[config.mk]
export PLATFORM = sky130hd
export DESIGN_NAME = mem_stage
export DESIGN_NICKNAME = d
export VERILOG_FILES = /design/src/rtl/mem_stage_pkg.sv /design/src/rtl/mem_stage_lsu_align.sv /design/src/rtl/mem_stage.sv
export SDC_FILE = /design/constraint.sdc
export NUM_CORES = 1
export LEC_CHECK = 0
export ABC_AREA = 1
export BUFFER_PORTS_ARGS = -buffer_cell sky130_fd_sc_hd__buf_2
export CAP_MARGIN = 30
export CORE_AREA = 2 2 171 173
export CTS_BUF_LIST = sky130_fd_sc_hd__clkbuf_16
export DETAILED_ROUTE_END_ITERATION = 16
export DIE_AREA = 0 0 173 175
export GPL_TIMING_DRIVEN = 1
export SLEW_MARGIN = 30
export SYNTH_ARGS = -nofsm -noshare
export SYNTH_HDL_FRONTEND = slang
export SYNTH_SLANG_ARGS = --single-unit
[constraint.sdc]
create_clock -name clk -period 5.21 [get_ports clk]
set_clock_uncertainty 0.1 [all_clocks]
set_input_delay 0.7815 -clock clk [delete_from_list [all_inputs] [get_ports clk]]
set_output_delay 0.7815 -clock clk [all_outputs]
set_load 0.02 [all_outputs]
[src/rtl/mem_stage_pkg.sv]
`default_nettype none
// ----------------------------------------------------------------------------
// Packages: riscv, core
// Shared pipeline types plus the MEM-stage helpers (state enum, access decode).
// Revision: 1.0
// ----------------------------------------------------------------------------
package riscv;
  typedef logic [31:0] instr_t;
  localparam instr_t I_NOP = 32'h0000_0013;  // addi x0, x0, 0
endpackage

package core;
  typedef enum logic [3:0] {
    MEM_NOP, MEM_LB, MEM_LH, MEM_LW, MEM_LBU, MEM_LHU, MEM_SB, MEM_SH, MEM_SW
  } mem_op_t;

  typedef enum logic [3:0] {
    ALU_NOP, ALU_ADD, ALU_SUB, ALU_AND, ALU_OR, ALU_XOR,
    ALU_SLL, ALU_SRL, ALU_SRA, ALU_SLT, ALU_SLTU
  } alu_op_t;

  typedef enum logic [2:0] {
    NOP, R_TYPE, I_TYPE, S_TYPE, B_TYPE, U_TYPE, J_TYPE
  } format_t;

  typedef enum logic [1:0] {SIZE_B, SIZE_H, SIZE_W} mem_size_t;

  typedef enum logic [1:0] {IDLE, REQ, WAIT_RSP} mem_state_t;

  localparam int DMEM_BE_W = 4;

  typedef struct packed {
    logic [31:0]    pc;
    riscv::instr_t  instr;
    format_t        format;
    alu_op_t        alu_op;
    mem_op_t        mem_op;
    logic           rd_we;
    logic [4:0]     rd_addr;
    logic [31:0]    rd_res;
  } pipeline_bus_t;

  typedef struct packed {
    logic [31:0] addr;
    logic [31:0] wdata;
  } mem_cntrl_bus_t;

  typedef struct packed {
    logic        valid;
    logic [4:0]  rd_addr;
    logic [31:0] data;
  } bypass_bus_t;

  localparam pipeline_bus_t PIPE_NOP = '{
    pc:      32'h0,
    instr:   riscv::I_NOP,
    format:  NOP,
    alu_op:  ALU_NOP,
    mem_op:  MEM_NOP,
    rd_we:   1'b0,
    rd_addr: 5'h0,
    rd_res:  32'h0
  };

  function automatic logic is_load(input mem_op_t op);
    return op inside {MEM_LB, MEM_LH, MEM_LW, MEM_LBU, MEM_LHU};
  endfunction

  function automatic logic is_store(input mem_op_t op);
    return op inside {MEM_SB, MEM_SH, MEM_SW};
  endfunction

  function automatic mem_size_t mem_size(input mem_op_t op);
    case (op)
      MEM_LH, MEM_LHU, MEM_SH: return SIZE_H;
      MEM_LW, MEM_SW:          return SIZE_W;
      default:                 return SIZE_B;
    endcase
  endfunction
endpackage
`default_nettype wire

[src/rtl/mem_stage_lsu_align.sv]
`default_nettype none
// ----------------------------------------------------------------------------
// Module: lsu_align
// Store lane replication / byte enables, load extract + extend, misalign check.
// Revision: 1.0
// ----------------------------------------------------------------------------
module lsu_align
  import core::*;
(
  input  mem_op_t               mem_op_i,
  input  logic [31:0]           addr_i,
  input  logic [31:0]           wdata_i,
  input  logic [31:0]           rdata_i,
  output logic [DMEM_BE_W-1:0]  be_o,
  output logic [31:0]           wdata_o,
  output logic [31:0]           rdata_o,
  output logic                  misalign_o
);

  mem_size_t   size;
  logic [7:0]  byte_sel;
  logic [15:0] half_sel;
  logic        is_mem;

  always_comb begin
    size       = mem_size(mem_op_i);
    is_mem     = is_load(mem_op_i) || is_store(mem_op_i);
    be_o       = '0;
    wdata_o    = '0;
    rdata_o    = '0;
    misalign_o = 1'b0;

    case (addr_i[1:0])
      2'd0:    byte_sel = rdata_i[7:0];
      2'd1:    byte_sel = rdata_i[15:8];
      2'd2:    byte_sel = rdata_i[23:16];
      default: byte_sel = rdata_i[31:24];
    endcase
    half_sel = addr_i[1] ? rdata_i[31:16] : rdata_i[15:0];

    if (is_mem) begin
      case (size)
        SIZE_H:  misalign_o = addr_i[0];
        SIZE_W:  misalign_o = (addr_i[1:0] != 2'b00);
        default: misalign_o = 1'b0;
      endcase
    end

    if (is_store(mem_op_i)) begin
      case (size)
        SIZE_B: begin
          be_o    = 4'b0001 << addr_i[1:0];
          wdata_o = {4{wdata_i[7:0]}};
        end
        SIZE_H: begin
          be_o    = 4'b0011 << addr_i[1:0];
          wdata_o = {2{wdata_i[15:0]}};
        end
        default: begin
          be_o    = 4'b1111;
          wdata_o = wdata_i;
        end
      endcase
    end

    case (mem_op_i)
      MEM_LB:  rdata_o = {{24{byte_sel[7]}}, byte_sel};
      MEM_LBU: rdata_o = {24'h0, byte_sel};
      MEM_LH:  rdata_o = {{16{half_sel[15]}}, half_sel};
      MEM_LHU: rdata_o = {16'h0, half_sel};
      MEM_LW:  rdata_o = rdata_i;
      default: rdata_o = '0;
    endcase
  end

endmodule
`default_nettype wire

[src/rtl/mem_stage.sv]
`default_nettype none
// ----------------------------------------------------------------------------
// Module: mem_stage
// Pipeline MEM stage: drives the valid/grant data port, stalls while an access
// is outstanding and registers the result bus for WB.
// Revision: 1.0
// ----------------------------------------------------------------------------
module mem_stage
  import core::*;
#(
  parameter int unsigned TIMEOUT_CYCLES = 255
) (
  input  logic                  clk,
  input  logic                  rst,
  input  pipeline_bus_t         ex_bus_i,
  input  mem_cntrl_bus_t        ex2mem_i,
  output logic                  dmem_req_o,
  output logic                  dmem_we_o,
  output logic [31:0]           dmem_addr_o,
  output logic [DMEM_BE_W-1:0]  dmem_be_o,
  output logic [31:0]           dmem_wdata_o,
  input  logic                  dmem_gnt_i,
  input  logic                  dmem_rvalid_i,
  input  logic [31:0]           dmem_rdata_i,
  output logic                  stall_o,
  output bypass_bus_t           mem_bypass_o,
  output pipeline_bus_t         mem_bus_o,
  output logic                  misalign_o,
  output logic                  bus_err_o
);

  localparam logic [15:0] TIMEOUT_LAST = 16'(TIMEOUT_CYCLES - 1);

  mem_state_t    state_q, state_d;
  logic [15:0]   tmo_cnt_q, tmo_cnt_d;
  pipeline_bus_t mem_bus_q, mem_bus_d;
  logic          misalign_q, misalign_d;
  logic          bus_err_q, bus_err_d;

  logic [DMEM_BE_W-1:0] lsu_be;
  logic [31:0]          lsu_wdata;
  logic [31:0]          lsu_rdata;
  logic                 lsu_misalign;

  logic op_load, op_store, aligned_op, done, timeout, req;

  lsu_align u_lsu_align (
    .mem_op_i   (ex_bus_i.mem_op),
    .addr_i     (ex2mem_i.addr),
    .wdata_i    (ex2mem_i.wdata),
    .rdata_i    (dmem_rdata_i),
    .be_o       (lsu_be),
    .wdata_o    (lsu_wdata),
    .rdata_o    (lsu_rdata),
    .misalign_o (lsu_misalign)
  );

  assign op_load    = is_load(ex_bus_i.mem_op);
  assign op_store   = is_store(ex_bus_i.mem_op);
  assign aligned_op = (op_load || op_store) && !lsu_misalign;

  // Access FSM: IDLE and REQ share exits; only WAIT_RSP runs the timeout.
  always_comb begin
    state_d   = state_q;
    tmo_cnt_d = tmo_cnt_q;
    req       = 1'b0;
    done      = 1'b0;
    timeout   = 1'b0;

    case (state_q)
      IDLE, REQ: begin
        tmo_cnt_d = '0;
        if (aligned_op) begin
          req = 1'b1;
          if (!dmem_gnt_i) begin
            state_d = REQ;
          end else if (op_store || dmem_rvalid_i) begin
            done    = 1'b1;
            state_d = IDLE;
          end else begin
            state_d = WAIT_RSP;
          end
        end else begin
          state_d = IDLE;
        end
      end
      WAIT_RSP: begin
        tmo_cnt_d = tmo_cnt_q + 16'd1;
        if (dmem_rvalid_i) begin
          done      = 1'b1;
          state_d   = IDLE;
          tmo_cnt_d = '0;
        end else if (tmo_cnt_q == TIMEOUT_LAST) begin
          done      = 1'b1;
          timeout   = 1'b1;
          state_d   = IDLE;
          tmo_cnt_d = '0;
        end
      end
      default: begin
        state_d   = IDLE;
        tmo_cnt_d = '0;
      end
    endcase
  end

  always_comb begin
    mem_bus_d  = ex_bus_i;
    misalign_d = lsu_misalign;
    bus_err_d  = timeout;

    if (lsu_misalign) begin
      mem_bus_d.rd_we  = 1'b0;
      mem_bus_d.rd_res = '0;
    end else if (aligned_op) begin
      if (!done) begin
        mem_bus_d = PIPE_NOP;
      end else if (op_load) begin
        if (timeout) begin
          mem_bus_d.rd_we  = 1'b0;
          mem_bus_d.rd_res = '0;
        end else begin
          mem_bus_d.rd_res = lsu_rdata;
        end
      end
    end
  end

  always_ff @(posedge clk or posedge rst) begin
    if (rst) begin
      state_q    <= IDLE;
      tmo_cnt_q  <= '0;
      mem_bus_q  <= PIPE_NOP;
      misalign_q <= 1'b0;
      bus_err_q  <= 1'b0;
    end else begin
      state_q    <= state_d;
      tmo_cnt_q  <= tmo_cnt_d;
      mem_bus_q  <= mem_bus_d;
      misalign_q <= misalign_d;
      bus_err_q  <= bus_err_d;
    end
  end

  // Loads are never forwarded from here; load-use is the hazard unit's job.
  always_comb begin
    mem_bypass_o         = '0;
    mem_bypass_o.valid   = ex_bus_i.rd_we && (ex_bus_i.rd_addr != 5'd0) && !op_load;
    mem_bypass_o.rd_addr = ex_bus_i.rd_addr;
    mem_bypass_o.data    = ex_bus_i.rd_res;
  end

  assign dmem_req_o   = req;
  assign dmem_we_o    = op_store;
  assign dmem_addr_o  = {ex2mem_i.addr[31:2], 2'b00};
  assign dmem_be_o    = lsu_be;
  assign dmem_wdata_o = lsu_wdata;
  assign stall_o      = aligned_op && !done;
  assign mem_bus_o    = mem_bus_q;
  assign misalign_o   = misalign_q;
  assign bus_err_o    = bus_err_q;

endmodule
`default_nettype wire

Yosys cells after proc, flatten, opt, wreduce, memory -nomap -nowiden
Cells that the tools add are included.
Operators by class
  $add $sub $neg: 1
  eq/ne operators: 16
  shifts and indexed selects: 2
  multiplexer cells: 42
  reduce and logical (&&, ||, !) cells: 19
Operator list (count)
  2-to-1 mux 32 bit: 5
  one-hot mux 32 bit (5 select lines): 1
  2-to-1 mux 75 bit: 2
  2-to-1 mux 113 bit: 1
  2-to-1 mux 16 bit: 4
  one-hot mux 32 bit (2 select lines): 1
  one-hot mux 8 bit (3 select lines): 1
  adder 16 x 1 -> 16 bit, second input constant: 1
  == test 16 x 8 -> 1 bit, second input constant: 1
  == test 4 x 3 -> 1 bit, second input constant: 4
  2-to-1 mux 1 bit: 14
  2-to-1 mux 2 bit: 5
  2-to-1 mux 5 bit: 2
  nonzero test 5 bit: 2
  == test 4 x 2 -> 1 bit, second input constant: 2
  one-hot mux 2 bit (2 select lines): 2
  one-hot mux 4 bit (2 select lines): 1
  == test 2 x 1 -> 1 bit, second input constant: 3
  == test 2 bit, second input constant: 3
  logical NOT 2 bit: 3
  == test 4 x 1 -> 1 bit, second input constant: 1
  == test 4 bit, second input constant: 1
  logical AND 1 bit: 4
  2-to-1 mux 4 bit: 1
  other kinds (10): 15
Word-level totals
  register bits after elaboration: 133
  output and inout port bits: 224
  word-level logic and storage cells: 92

Depth between registers and ports, before layout
Gate-level depths: netlist of the first run.
  word-level depth: 13
  mapped depth: 18
  depth with buffers taken out: 16

Modules after synthesis
From an unflattened synthesis of the first run, not the netlist that was laid out.
Unflattened totals
  cell total of the unflattened synthesis: 1121
  area, all modules: 7746.2 um^2
By module, submodules not included
  mem_stage: instances 1, cells an instance 753, area each 6105.9 um^2
  lsu_align: instances 1, cells an instance 368, area each 1640.3 um^2

Worst setup path after synthesis of the first run
Ideal clock, no wire load.
  path type: input -> output
  from: input ex_bus_i[40] (netlist name)
  to: output dmem_wdata_o[14]
  arrival time: 3095 ps
  slack: 1234 ps
  stages: 13
  buffers on the path: 3
  cells stage by stage: nor2_1 -> nand2_1 -> inv_1 -> clkbuf_1 -> nor2_1 -> ha_1 -> clkbuf_1 -> nor2_2 -> clkinv_1 -> clkbuf_1 -> nand3_1 -> nand2_1 -> nor2_1
Between the ends
  longest elaborated chain between the ends: 6
Ends and longest elaborated chain
  from (decl): line mem_stage.sv:15  | input pipeline_bus_t ex_bus_i,
  == test 4 x 2 -> 1 bit (tied with other cells): line mem_stage_pkg.sv:74  | case (op)
  OR reduction 3 bit / OR reduction 2 bit (equally long branches): line mem_stage_pkg.sv:74
  one-hot mux 2 bit (2 select lines): line mem_stage_pkg.sv:74
  == test 2 x 1 -> 1 bit / logical NOT 2 bit (equally long branches): line mem_stage_lsu_align.sv:50  | case (size)
  one-hot mux 32 bit (2 select lines): line mem_stage_lsu_align.sv:50
  2-to-1 mux 32 bit (*): line mem_stage_lsu_align.sv:49  | if (is_store(mem_op_i)) begin
  to (decl): line mem_stage.sv:21  | output logic [31:0] dmem_wdata_o,
Mark *: on every way between the ends. The rest lies on a longest branch, timed or not.

Worst setup path in the final report of the first run
Same ends and word-level chain as after synthesis.

==> results of run 1 <==
[metal layers]
layer  routed length, um  part of all wire
met1               10600              0.39
met2               13900              0.51
met3                1660             0.061
met4                1080             0.039
met5                  13           0.00048
[cells by family (layout without fill, tap and decap cells)]
family          count (synthesis)  after routing  synth area share
flops                         133            133             0.457
other cells                     1              3          0.000515
simple gates                  555            555             0.311
xor+xnor                        3              3           0.00361
compound gates                 63             63            0.0439
buf+inv                       259            569             0.176
fa+ha+maj                       5              5           0.00858
[sequential cells by signal, indices dropped and copies added (netlist names)]
register and cells:
bus_err_o 1, state_q 2, misalign_o 1, tmo_cnt_q 16
mem_bus_o 113
[synthesized netlist by cell type, drive strengths merged]
master | count | area share
buf | 89 | 0.088
nand4 | 2 | 0.0017
dfstp | 3 | 0.011
nor3 | 10 | 0.0069
o2111ai | 1 | 0.0012
or2 | 8 | 0.0069
xor2 | 3 | 0.0036
ha | 5 | 0.0086
dfrtp | 130 | 0.45
o21ai | 46 | 0.032
nand2 | 295 | 0.15
nand3b | 2 | 0.0021
nor3b | 1 | 0.0010
clkinv | 3 | 0.0015
nand3 | 52 | 0.039
inv | 155 | 0.080
nor2 | 184 | 0.099
a21oi | 15 | 0.010
conb | 1 | 0.00051
nor4 | 1 | 0.00086
a31oi | 1 | 0.00086
clkbuf | 12 | 0.0062
[worst max-delay path by stage]
stage / to / slack (ps) / depth (start not counted)
6_report: dmem_wdata_o[14] / 630 / 12
5_1_grt: dmem_wdata_o[14] / 240 / 12
4_1_cts: dmem_wdata_o[14] / 640 / 12
3_5_place_dp: dmem_wdata_o[14] / 660 / 12
3_3_place_gp: dmem_wdata_o[30] / 820 / 12
2_1_floorplan: bus_err_o / 780 / 1
[per-stage QoR]
step | cell area, um2 | total power, mW | util
detailed placement | 9010 | 1.90 | 0.317
finish | 9630 | 3.16 | 0.339
global route | 9630 | 3.32 | 0.339
global placement | 9010 | 1.89 | 0.317
floorplan | 7290 | 1.65 | -
CTS | 9630 | 3.21 | 0.339
[cell type report]
type,count,area [um2]
inverter,158,598
timing repair buffer,380,1920
tap,384,480
antenna,1,2.50
multi-input combinational,628,2680
clock buffer,17,425
clock inverter,14,199
fill,3119,18800
sequential,133,3330
[power by group]
part | switching, mW | internal (mW)
logic | 0.498 | 0.220
registers | 0.0254 | 1.13
clock network | 0.484 | 0.805
==> reports/results.txt, run 1 <==
Final hold slack: 390 ps. Along the worst path, the maximum fanout reaches 27. The tools report the destination of the worst hold path as tmo_cnt_q[0]. For the post-placement cell count, the log shows 1683. The cell depth of the worst hold path is 1, and the total clock buffers created by CTS is 17. Walking the worst path, the cells encountered are buf_2 -> nor2_1 -> nand2_1 -> inv_1 -> nor2_1 -> ha_1 -> nor2_2 -> clkinv_1 -> nand3_1 -> nand2_1 -> nor2_1 -> buf_2. The tools report the number of warning messages in the yosys log as 0. The clock-pin slew reported for the worst setup and hold paths after clock tree synthesis was 60 ps; the area growth from synthesis to layout was 32.2%. Data arrives at the worst endpoint at 3700 ps. The met3 track utilization from global routing was 0.0403; the global-route wire length before repair was 41600 um. Setup repair after global routing left no endpoint under its margin.

The kind of cell adding the most delay to the critical path is simple AND/OR/NAND/NOR gates. The die area was 0.0303 mm2. At the pin with the least slew margin, the transition time is 868 ps.

The horizontal extent of the die works out to 173 um. The worst relative slew slack was 0.422; the timing-limited maximum frequency was 218 MHz. The effective utilization at floorplan was 0.257. The number of vias after detailed routing came out at 7351.

The timing startpoint of the critical path is ex_bus_i[40]. The clock period could shrink to 4580 ps. The worst path required time was 4330 ps. Across all setup checks in the final design, the least slack found is 633 ps. The proportion of synthesized chip area in sequential cells is 0.457. The run gives 32 as the number of distinct standard cells referenced by the synthesized netlist. The logs give 0 for the number of buffers inserted to repair setup after CTS and 1715 for the number of standard cells in the layout, taps in and fillers out. The number of instances resized during post-cts repair is 0. The worst setup path is launched from a primary input. The region available for standard cell placement spans 0.0284 mm2. The run gives 0.198 as the met1 track demand over resource in global routing. The startpoint identified for the worst hold timing path is tmo_cnt_q[0].

The origin of the critical flop-to-flop path was tmo_cnt_q[0]. Across the VDD grid, the largest voltage drop is 218 uV. After detailed routing, the average wire length per cell comes to 15.9 um. Path class of the lowest-slack min-delay path: reg2reg. The cell type with the highest occurrence count on the critical path is sky130_fd_sc_hd__nor2_1. The wire-length estimate of the detail-placed layout is 21800 um.

Max-cap violations in this run came to 0. The tools report the number of global-route vias before repair as 7486. The slowest stage cell on the critical path was sky130_fd_sc_hd__clkinv_1.

Detailed-routing iteration count for the pre-antenna-repair pass: 7. CTS saw 133 sinks. Summed over all failing endpoints, the final setup total negative slack is 0 ps. The via density per instance is 4.29, and the total leakage power is 5.94 nW. Post-detailed-route DRC marker count: 0.

The worst register-to-register path has a depth of 11. Synthesis inferred 133 register bits. The die is 175 um tall. The H-tree level count came out at 4. Number of antenna violations at the first check in global routing: 2. The maximum clock path buffer count is 2. After global routing, the most crowded layer is met2.

The synthesized netlist occupies a cell area of 0.00729 mm2. The final-report hold violation count was 0. Setup violations remaining at the end of the flow were counted as 0. The largest incremental delay on the critical path was 740 ps. The run finished with clean final reports. For the synthesized instance count, the log shows 1019.

The critical path buffer and inverter count was 4. The congestion estimate from routability-driven global placement came to 0.828. The critical path capture point type was an output pin. Most common cell after layout, fill and taps aside: sky130_fd_sc_hd__buf_2. TritonCTS built the clock tree.

Final net count: 1536. Entering global routing, the biggest net connects 93 pins. The clock insertion delay at the later pin of the skew report came out at 420 ps. The logs give 62 for the site row count and 27300 um for the routed wire length. Port buffering added 374 buffers. The count of routing violations after the opening detailed-route iteration came out at 439. The all-layer global routing usage is 0.181. The met2 routing resource usage after global routing is 0.331. The root buffer cell chosen for the clock tree is sky130_fd_sc_hd__clkbuf_16.

The ratio of final minimum period to clock period works out to 0.879. The share of layout cells above drive strength 1 came out at 0.341. The global route total overflow is 0, and the average cell area after synthesis is 7.15 um2. The tools report the register-to-register setup slack as 2760 ps. In the layout the commonest cells are sky130_fd_sc_hd__buf_2 (374), sky130_fd_sc_hd__nand2_1 (291), sky130_fd_sc_hd__nor2_1 (179). In this run the critical register-to-register path is captured at mem_bus_o[4].

At the placement stage, the worst setup path has a slack of 658 ps. The number of top-level design ports came out at 437. The number of pins with negative max-slew slack in the final report was 0; the power density relative to cell area was 328 mW/mm2.

The worst setup path is of the in2out kind. The tools report the cts-stage hold buffer count as 0. The detail route stage leaves a number of antenna-violating nets equal to 0.
No activity file was read; power rests on OpenSTA's default activity.
==> inputs of run 2 (changes only) <==
- CORE_AREA: 2 2 171 173 -> 2 2 170 172
- DIE_AREA: 0 0 173 175 -> 0 0 172 174
- GPL_TIMING_DRIVEN: 1 -> 0
- SYNTH_HIERARCHICAL: unset -> 1
==> reports/results.txt, run 2 <==
For the sequential share of power, the log shows 0.353 (was 0.365). Path type of the worst setup path: in2out (unchanged). The number of vias after detailed routing is 8005 (was 7351).

The proportion of power drawn by combinational gates is 0.247 (was 0.227), and the number of top-level design ports is 437 (unchanged). The area growth from synthesis to layout was 41.1% (was 32.2%). Top cells by area, synth: sky130_fd_sc_hd__dfrtp_1 (42%), sky130_fd_sc_hd__nand2_1 (19%), sky130_fd_sc_hd__inv_1 (9.2%) (was sky130_fd_sc_hd__dfrtp_1 (45%), sky130_fd_sc_hd__nand2_1 (15%), sky130_fd_sc_hd__nor2_1 (9.2%)). The most common cell after layout, fill and taps aside was sky130_fd_sc_hd__buf_2 (unchanged). The cts-stage hold buffer count is 0 (unchanged).

The count of filler cells inserted in the layout was 3020 (was 3119). The most frequently used cell type in the post-synthesis netlist is sky130_fd_sc_hd__nand2_1 (unchanged). Most frequent cells after synthesis: sky130_fd_sc_hd__nand2_1 (394), sky130_fd_sc_hd__inv_1 (189), sky130_fd_sc_hd__dfrtp_1 (130) (was sky130_fd_sc_hd__nand2_1 (291), sky130_fd_sc_hd__nor2_1 (179), sky130_fd_sc_hd__inv_1 (136)). The number of buffers inserted to repair setup after CTS came out at 0 (unchanged).

The tools report the timing startpoint of the critical path as ex_bus_i[40] (unchanged). The layer with the highest usage is met2 (unchanged). For the worst path required time, the log shows 4330 ps (about the same). The die height was 174 um (was 175 um); the number of distinct standard cells referenced by the synthesized netlist was 33 (was 32). The startpoint type of the worst setup path was a primary input (unchanged).

TritonCTS built the clock tree. The met3 track utilization from global routing was 0.0357 (was 0.0403); the clock insertion delay at the later pin of the skew report was 420 ps (about the same). The share of async-settable or async-resettable flops after synthesis is 1.00 (unchanged), and the synthesized instance count is 1121 (was 1019). The all-layer global routing usage was 0.183 (was 0.181); the maximum clock path buffer count was 2 (unchanged).

The clock-pin slew reported for the worst setup and hold paths after clock tree synthesis was 50 ps (was 60 ps); the clock sink total was 133 (unchanged). Critical path capture point type: an output pin (unchanged). The run gives 150 uV (was 218 uV) as the worst voltage drop across the vdd grid. The logs give 0.0299 mm2 (was 0.0303 mm2) for the die area and 27400 um (was 27300 um) for the routed wire length. The run gives 0.336 (was 0.331) as the met2 routing resource usage after global routing.

The number of synthesized flops with an enable pin was 0 (unchanged); the count of routing violations after the opening detailed-route iteration was 457 (was 439). The met1 track demand over resource in global routing came out at 0.207 (was 0.198). The clock power share is 0.400 (was 0.408). The global-route wire length before repair is 41500 um (was 41600 um). The run gives 2.25 mW (was 2.15 mW) as the cell internal power dissipation. The post-detailed-route DRC marker count is 0 (unchanged), and the post-detailed-placement cell area is 0.0103 mm2 (was 0.00901 mm2). Most used cells in the layout excluding fill and tap cells: sky130_fd_sc_hd__buf_2 (425), sky130_fd_sc_hd__nand2_1 (394), sky130_fd_sc_hd__inv_1 (189) (was sky130_fd_sc_hd__buf_2 (374), sky130_fd_sc_hd__nand2_1 (291), sky130_fd_sc_hd__nor2_1 (179)). The area fraction of the dominant cell type after synthesis was 0.420 (was 0.446); the slack of the critical path was 613 ps (was 633 ps).

The wire length per cell is 14.1 um (was 15.9 um), and the max-capacitance violation count is 0 (unchanged). For the total leakage power, the log shows 7.06 nW (was 5.94 nW). The logs give 0 (unchanged) for the number of pins with negative max-slew slack in the final report and 17 (unchanged) for the total clock buffers created by CTS. The origin of the critical flop-to-flop path is tmo_cnt_q[0] (unchanged). The remaining number of nets flagged by the antenna check after routing came out at 0 (unchanged). The horizontal extent of the die was 172 um (was 173 um). The summed area of non-filler cells in the final layout came out at 0.0109 mm2 (was 0.00963 mm2). The transition time at the pin with the least slew margin was 628 ps (was 868 ps). The run gives 0.580 (was 0.422) as the worst relative slew slack. For the core area, the log shows 0.0282 mm2 (was 0.0284 mm2). The share of layout cells above drive strength 1 is 0.378 (was 0.341). The net switching component of the power was 0.980 mW (was 1.01 mW); the final-report hold violation count was 0 (unchanged). The number of flip-flops under the largest register name was 113 (unchanged). The path class of the lowest-slack min-delay path is in2async (was reg2reg). The sum of net half-perimeters after detailed placement is 22600 um (was 21800 um), and the average cell area after synthesis is 6.91 um2 (was 7.15 um2). The final net count is 1764 (was 1536), and the final estimated routing congestion in global placement is 0.873 (was 0.828). Library cell occupying the most area in the post-synthesis netlist: sky130_fd_sc_hd__dfrtp_1 (unchanged). For the site row count, the log shows 62 (unchanged).

Maximum fanout along the worst path: 10 (was 27). The most used flip-flop cell after synthesis was sky130_fd_sc_hd__dfrtp_1 (unchanged). Setup repair after global routing left no endpoint under its margin.

Number of instances resized during post-cts repair: 0 (unchanged). The switching part of the total power was 0.304 (was 0.319); the maximum number of pins on one net before global-route repair was 84 (was 93). The run gives 0.00775 mm2 (was 0.00729 mm2) as the area of the mapped netlist.

The logs give 539 ps (was 658 ps) for the worst-case setup slack after placement and 4 (unchanged) for the H-tree level count. The final number of setup-violating endpoints came out at 0 (unchanged). The timing-limited maximum frequency is 218 MHz (about the same), and the number of global-route vias before repair is 7721 (was 7486). Via density per instance: 4.12 (was 4.29). The detailed-routing iteration count for the pre-antenna-repair pass is 5 (was 7), and the power density relative to cell area is 295 mW/mm2 (was 328 mW/mm2).

The flip-flop and latch count after synthesis was 133 (unchanged); the ratio of final minimum period to clock period was 0.882 (was 0.879). The global route total overflow was 0 (unchanged). The tools report the number of warning messages in the yosys log as 6 (was 0).

The run gives 3 (was 2) as the number of antenna violations at the first check in global routing. Clock root buffer: sky130_fd_sc_hd__clkbuf_16 (unchanged). The effective utilization at floorplan came out at 0.274 (was 0.257).

Proportion of synthesized chip area in sequential cells: 0.430 (was 0.457). The final critical delay including setup and external delays is 4600 ps (was 4580 ps), and the data arrival time of the critical path is 3720 ps (was 3700 ps). The count of input and output buffers is 404 (was 374).

The flow ran to the end, and the final reports show no timing, DRC or antenna violations.
## run 2: cell types whose count changed after synthesis, sizes merged, moves of 19 or more
cell / before / now
inv: 155 / 218
nor2: 184 / 129
buf: 89 / 108
o21ai: 46 / 19
nand2: 295 / 396
nand3: 52 / 74
## run 2: path summary, 6_finish.rpt
path	endpoint	slack, ps	cells past startpoint
setup / recovery	stall_o	610	17
hold / removal	mem_bus_o[52]	260	2
setup reg to reg	mem_bus_o[5]	3110	12
hold reg to reg	tmo_cnt_q[0]	390	1
max in group asynchronous	mem_bus_o[50]	4000	3
min in group clk	tmo_cnt_q[0]	390	1
## run 2: layer usage
metal | routed length (um) | share of wire
met1 | 10900 | 0.40
met2 | 14000 | 0.51
met3 | 1910 | 0.070
met4 | 594 | 0.022
met5 | 7 | 0.00026
## run 2: logic make-up after synthesis
family | after synthesis | synth area share
compound gates | 38 | 0.0273
xor+xnor | 3 | 0.00339
fa+ha+maj | 5 | 0.00808
buf+inv | 328 | 0.209
flops | 133 | 0.430
other cells | 1 | 0.000484
simple gates | 613 | 0.321
## run 2: cell type report
class,instances,area [um2],area share
Multi-Input combinational cell,661,2800,0.256
Clock inverter,15,211,0.0194
Tap cell,384,480,0.0440
Timing Repair Buffer,405,2050,0.188
Clock buffer,17,425,0.0389
Buffer,110,803,0.0735
Sequential cell,133,3330,0.305
Antenna cell,1,2.50,0.000229
Inverter,218,826,0.0756
## run 2: power groups by stage
stage / Sequential, mW / Clock (mW) / Combinational (mW)
after floorplan: 1.28 / 0 / 0.372
after global placement: 1.16 / 0 / 0.796
after detailed placement: 1.16 / 0 / 0.802
after CTS: 1.14 / 1.32 / 0.805
after global routing: 1.15 / 1.37 / 0.882
final: 1.14 / 1.29 / 0.796
## run 2: worst max-delay path, stage by stage
cell and delay (ps):
sky130_fd_sc_hd__buf_2 200, sky130_fd_sc_hd__inv_2 60, sky130_fd_sc_hd__nor2_2 140, sky130_fd_sc_hd__inv_1 70
sky130_fd_sc_hd__o21ai_0 260, sky130_fd_sc_hd__ha_1 330, sky130_fd_sc_hd__buf_2 260, sky130_fd_sc_hd__nand2_1 90
sky130_fd_sc_hd__nand2_1 90, sky130_fd_sc_hd__nand2_1 50, sky130_fd_sc_hd__nor2_1 440, sky130_fd_sc_hd__nor2_2 100
sky130_fd_sc_hd__o211ai_2 220, sky130_fd_sc_hd__buf_6 240, sky130_fd_sc_hd__buf_6 150, sky130_fd_sc_hd__inv_1 40
sky130_fd_sc_hd__buf_2 150
## run 2: stage by stage
| step | total power [mW] | instances | util | hold slack [ps] | TNS, ps |
|---|---|---|---|---|---|
| 2_1_floorplan | 1.65 | 1122 | - | 353 | 0 |
| 3_3_place_gp | 1.95 | 1910 | 0.363 | 373 | -100840 |
| 3_5_place_dp | 1.96 | 1911 | 0.364 | 384 | 0 |
| 4_1_cts | 3.27 | 1943 | 0.387 | 270 | 0 |
| 5_1_grt | 3.40 | 1944 | 0.387 | 281 | 0 |
| 6_report | 3.23 | 1944 | 0.387 | 263 | 0 |
